$ cat config.mk
export PLATFORM = sky130hd
export DESIGN_NAME = pq_sorted_queue
export DESIGN_NICKNAME = d
export VERILOG_FILES = /design/src/rtl/pq_sorted_queue.sv
export SDC_FILE = /design/constraint.sdc
export NUM_CORES = 1
export LEC_CHECK = 0
export CORE_AREA = 2 2 235 237
export CTS_CLUSTER_SIZE = 25
export DETAILED_ROUTE_END_ITERATION = 10
export DIE_AREA = 0 0 237 239
export GPL_TIMING_DRIVEN = 0
export PLACE_DENSITY = 0.72
export RECOVER_POWER = 100
export SYNTH_ARGS = -nofsm -noshare
export SYNTH_HDL_FRONTEND = slang
export SYNTH_SLANG_ARGS = --single-unit
$ cat constraint.sdc
create_clock -name clk -period 9.7 [get_ports clk]
set_input_delay 1.455 -clock clk [delete_from_list [all_inputs] [get_ports clk]]
set_output_delay 1.455 -clock clk [all_outputs]
set_load 0.005 [all_outputs]
$ cat src/rtl/pq_sorted_queue.sv
// rtl/pq_sorted_queue.sv - register-based sorted priority queue (optional PQ_EVICT_EN eviction on full push)
module pq_sorted_queue #(
  parameter int DATA_W    = 32,
  parameter int DEPTH     = 8,
  parameter int MIN_FIRST = 1,
  localparam int CNT_W    = $clog2(DEPTH + 1)
) (
  input  logic              clk,
  input  logic              rst_n,
  input  logic              clear_i,
  input  logic              push_i,
  input  logic [DATA_W-1:0] push_data_i,
  output logic              push_ready_o,
  input  logic              pop_i,
  output logic [DATA_W-1:0] top_o,
  output logic              top_valid_o,
  output logic [CNT_W-1:0]  count_o,
  output logic              full_o,
  output logic              empty_o,
  output logic              err_o,
  output logic [DATA_W-1:0] evict_data_o,
  output logic              evict_valid_o
);

  localparam logic [DATA_W-1:0] SENT     = (MIN_FIRST != 0) ? {DATA_W{1'b1}} : {DATA_W{1'b0}};
  localparam logic [CNT_W-1:0]  FULL_CNT = CNT_W'(DEPTH);

  logic [DATA_W-1:0] slot_q [DEPTH];
  logic [DATA_W-1:0] slot_d [DEPTH];
  logic [CNT_W-1:0]  count_q, count_d;
  logic              full_q, full_d;
  logic              empty_q, empty_d;
  logic              top_valid_q, top_valid_d;
  logic              err_q, err_d;
  logic              evict_valid_q, evict_valid_d;
  logic [DATA_W-1:0] evict_data_q, evict_data_d;

  logic [DATA_W-1:0] base [DEPTH];
  logic [DATA_W-1:0] ins [DEPTH];
  logic [CNT_W-1:0]  base_cnt;
  logic [CNT_W-1:0]  ins_pos;
  logic              do_pop;
  logic              is_full;

  // Strict priority test: a is served before b (equal keys never beat, giving FIFO ties)
  function automatic logic beats(input logic [DATA_W-1:0] a, input logic [DATA_W-1:0] b);
    if (MIN_FIRST != 0) return a < b;
    else return a > b;
  endfunction

  // Array as it looks after an accepted pop (top removed, sentinel shifted in at the tail)
  always_comb begin
    do_pop   = pop_i && (count_q != '0);
    is_full  = (count_q == FULL_CNT);
    base_cnt = do_pop ? count_q - CNT_W'(1) : count_q;
    for (int i = 0; i < DEPTH - 1; i++) begin
      base[i] = do_pop ? slot_q[i+1] : slot_q[i];
    end
    base[DEPTH-1] = do_pop ? SENT : slot_q[DEPTH-1];
  end

  // Insert position = number of valid entries the new key does not beat; tail entry drops off
  always_comb begin
    ins_pos = '0;
    for (int i = 0; i < DEPTH; i++) begin
      if ((CNT_W'(i) < base_cnt) && !beats(push_data_i, base[i])) begin
        ins_pos = ins_pos + CNT_W'(1);
      end
    end
    ins[0] = (ins_pos == '0) ? push_data_i : base[0];
    for (int i = 1; i < DEPTH; i++) begin
      if (CNT_W'(i) < ins_pos)       ins[i] = base[i];
      else if (CNT_W'(i) == ins_pos) ins[i] = push_data_i;
      else                           ins[i] = base[i-1];
    end
  end

  // Next-state selection: clear, insert/replace, full-push handling, plain pop
  always_comb begin
    slot_d        = slot_q;
    count_d       = count_q;
    err_d         = 1'b0;
    evict_valid_d = 1'b0;
    evict_data_d  = '0;
    if (clear_i) begin
      for (int i = 0; i < DEPTH; i++) slot_d[i] = SENT;
      count_d = '0;
    end else begin
      if (pop_i && !do_pop) err_d = 1'b1;
      if (push_i && (!is_full || do_pop)) begin
        slot_d  = ins;
        count_d = base_cnt + CNT_W'(1);
      end else if (push_i) begin
`ifdef PQ_EVICT_EN
        evict_valid_d = 1'b1;
        if (beats(push_data_i, slot_q[DEPTH-1])) begin
          slot_d       = ins;
          evict_data_d = slot_q[DEPTH-1];
        end else begin
          evict_data_d = push_data_i;
        end
`else
        err_d = 1'b1;
`endif
      end else if (do_pop) begin
        slot_d  = base;
        count_d = base_cnt;
      end
    end
    full_d      = (count_d == FULL_CNT);
    empty_d     = (count_d == '0);
    top_valid_d = (count_d != '0);
  end

  // State and registered outputs
  always_ff @(posedge clk or negedge rst_n) begin
    if (!rst_n) begin
      for (int i = 0; i < DEPTH; i++) slot_q[i] <= SENT;
      count_q       <= '0;
      full_q        <= 1'b0;
      empty_q       <= 1'b1;
      top_valid_q   <= 1'b0;
      err_q         <= 1'b0;
      evict_valid_q <= 1'b0;
      evict_data_q  <= '0;
    end else begin
      slot_q        <= slot_d;
      count_q       <= count_d;
      full_q        <= full_d;
      empty_q       <= empty_d;
      top_valid_q   <= top_valid_d;
      err_q         <= err_d;
      evict_valid_q <= evict_valid_d;
      evict_data_q  <= evict_data_d;
    end
  end

`ifdef PQ_EVICT_EN
  assign push_ready_o = 1'b1;
`else
  assign push_ready_o = !full_q || pop_i;
`endif
  assign top_o         = slot_q[0];
  assign top_valid_o   = top_valid_q;
  assign count_o       = count_q;
  assign full_o        = full_q;
  assign empty_o       = empty_q;
  assign err_o         = err_q;
  assign evict_valid_o = evict_valid_q;
  assign evict_data_o  = evict_data_q;

endmodule

==> impl_results.md <==
- Post-synth EDFFs: 0
- Final WL: 82810 um
- Post-synth ARST share: 100.0%
- Fmax: 0.1055 GHz
- GRT Total Usage: 28.60%
- Synthesis-stage register bit count: 264
- WS Path Type: primary input to flop
- Nets: 3245
- Cell depth of the worst flop-to-flop path: 50
- Dpl cell area: 25870 um^2
- Initial Util: 44.20%
- Slowest cell on the critical path: clkbuf_1
- Mean Syn Cell Area: 8.713 um^2
- Setup Skew: 0.01284 ns
- H-Tree Depth: 2
- CP Max Fanout: 10
- PwrDens: 286.4 nW/um^2
- Worst-Skew Late Latency: 0.56 ns
- Sequential area share after synthesis: 28.84%
- Hold_sp: slot_q[30]
- Die ar.: 56640 um^2
- Vias per cell: 6.194
- Vias in the first global route: 21920
- Hold Crit Depth: 2
- FF-to-FF setup slack: 0.42 ns
- Synth-to-Final Area Change: 16.43%
- End of the worst hold path: slot_q[30]
- Bufs on Longest Clock Path: 3
- Worst vdd ir: 0.1517 mV
- CTS clock-pin slew for the worst setup and hold paths: 0.06 ns
- DR iter-0 viols: 2276
- HPWL Detailed: 64210 um
- Root Driver: clkbuf_16
- Worst EP required: 10.18 ns
- End of the worst register-to-register path: top_o[4]
- Yosys warnings: 0
- Final hold vios: 0
- Cells after Synth: 2757
- ANT cells: 0
- First-pass GRT wire length: 125500 um
- Leak: 12.98 nW
- Die height: 239 um
- Min Tclk post-route: 9.477 ns
- Avg WL per Cell: 22.53 um
- Setup crit start kind: primary input
- Arr. time, crit path: 9.96 ns
- Min setup slack post-route: 0.2232 ns
- Least-Margin Pin Slew: 6.652 ns
- Hold WS: 0.4820 ns
- Pins Over Slew Limit: 269
- Largest net degree at the start of global routing: 122
- Final GP Congestion: 0.9815
- Die width: 237 um
- Hold Path Class: flop to flop
- Commonest non-fill, non-tap cell in the layout: mux2i_1
- I/O Pins: 111
- Pre-CTS WS: -3.470 ns
- DRC: 0
- Remaining global-route overflow: 0
- Relative slew slack: -343.5%
- Post-synthesis instance area: 24020 um^2
- Core footprint: 54340 um^2
- Num CTS Buffers: 35
- Max incr delay on CP: 0.72 ns
- IO Port Bufs: 77
- Fin crit share: 97.70%
- CTS sink count: 264
- Final ANT Viol Nets: 0
- Design Area, Final: 27970 um^2
- Std cell rows: 86
- Initial antenna violation count: 2
- Run status: finished, violations left
- Most frequent cells in the layout: mux2i_1 (317), nand2_1 (289), nor2_1 (263)
- Max Cap Viol: 3
- CTS Hold Bufs: 0
- Worst r2r src: count_o[1]
- CTS tree: built
- Failing checks: capacitance limit, slew limit
- Drt pass-1 iters: 6
- Post-synth cell types: 80
- DR vias: 22770
- Setup crit end kind: flop
- Main synth FF type: dfstp_2
- # setup viols final: 0
- Share of cells above drive strength 1: 19.92%
- Most used cell, CP: a21oi_1
## flip-flops by register name (all words and copies together), names as in the netlist
signal and cells:
count_o 4, full_o 1, top_valid_o 1, slot_q 224, top_o 32, err_o 1
empty_o 1
## cell usage after synthesis (34+ instances only)
library cell | instances | area, um^2
nand2_1 | 296 | 1111
o21ai_0 | 65 | 325.3
a21o_1 | 75 | 563.0
mux2_2 | 49 | 551.8
nand3_1 | 35 | 175.2
dfstp_2 | 257 | 6753
o22ai_1 | 35 | 219.0
o22a_1 | 34 | 297.8
buf_4 | 68 | 510.5
a221oi_1 | 99 | 867.1
a21oi_1 | 227 | 1136
inv_1 | 169 | 634.4
ha_1 | 259 | 3241
mux2i_1 | 320 | 3203
nor2_1 | 265 | 994.7
clkbuf_1 | 121 | 454.2
## final cells by class
cell class | count | area, um^2
plain buffers | 240 | 1509
clock buffers | 58 | 1105
clock inverters | 2 | 35.03
fillers | 5018 | 26370
inverters | 169 | 638.1
multi-input cells | 2112 | 15710
flip-flops and latches | 264 | 6928
well taps | 704 | 880.8
repair buffers | 127 | 1159
## cells by family after synthesis
group                    count (synthesis)  share of synthesized area [%]
multiplexers                           369                          15.63
buffers and inverters                  413                          7.735
flip-flops                             264                          28.84
other                                    1                        0.01561
adder cells (fa/ha/maj)                259                          13.49
XOR/XNOR                                16                         0.6147
AND/OR/NAND/NOR                        728                          13.34
AO/OA/AOI/OAI                          707                          20.33
## where the power goes
part           switching, W  internal (W)
registers          0.000245       0.00153
logic               0.00287       0.00204
clock network      0.000533      0.000798
total               0.00365       0.00436
## repair_timing
| action | 4_1_cts | 5_1_grt |
|---|---|---|
| pin swaps | 11 | 32 |
| gates cloned | 0 | 4 |
| endpoints found under the setup margin | 256 | 256 |
| hold endpoints to repair | 0 | 0 |
| gates resized for setup | 117 | 110 |
| buffers inserted | 26 | 18 |
## metal layers
layer  GRT usage (%)  vias up  wire, um
met5               0        -        13
met4           14.44        2      4394
met3           4.157      244      6999
met2           45.21     1148     36740
met1           38.16    11020     34670
li1                -    10360         -
## through the flow
stage	std cells	power, W	utilization, %	TNS, ns
6_report	3676	0.008010	51.47	0
5_1_grt	3676	0.008495	51.47	-4.889
4_1_cts	3657	0.007691	50.82	0
3_5_place_dp	3572	0.006158	47.60	-789.68
3_3_place_gp	3570	0.006086	47.49	-1021.52
2_1_floorplan	2789	0.004823	-	0
## worst max path at each step
stage	end	depth (start not counted)	slack [ns]	start
3_3_place_gp	err_o	1	-4.36	rst_n
5_1_grt	slot_q[214]	48	-0.1	pop_i
3_5_place_dp	slot_q[190]	45	-3.47	pop_i
2_1_floorplan	top_o[10]	50	0.04	pop_i
4_1_cts	top_o[12]	52	0.01	pop_i
6_report	top_o[4]	41	0.22	push_data_i[0]
## worst max-delay path: cells and delay by family
family,cells,cell delay [ns]
compound gates,17,2.87
buf+inv,6,1.91
simple gates,9,1.73
fa+ha+maj,6,1.43
mux,2,0.30
xor+xnor,1,0.23
No activity file was read; power rests on OpenSTA's default activity.
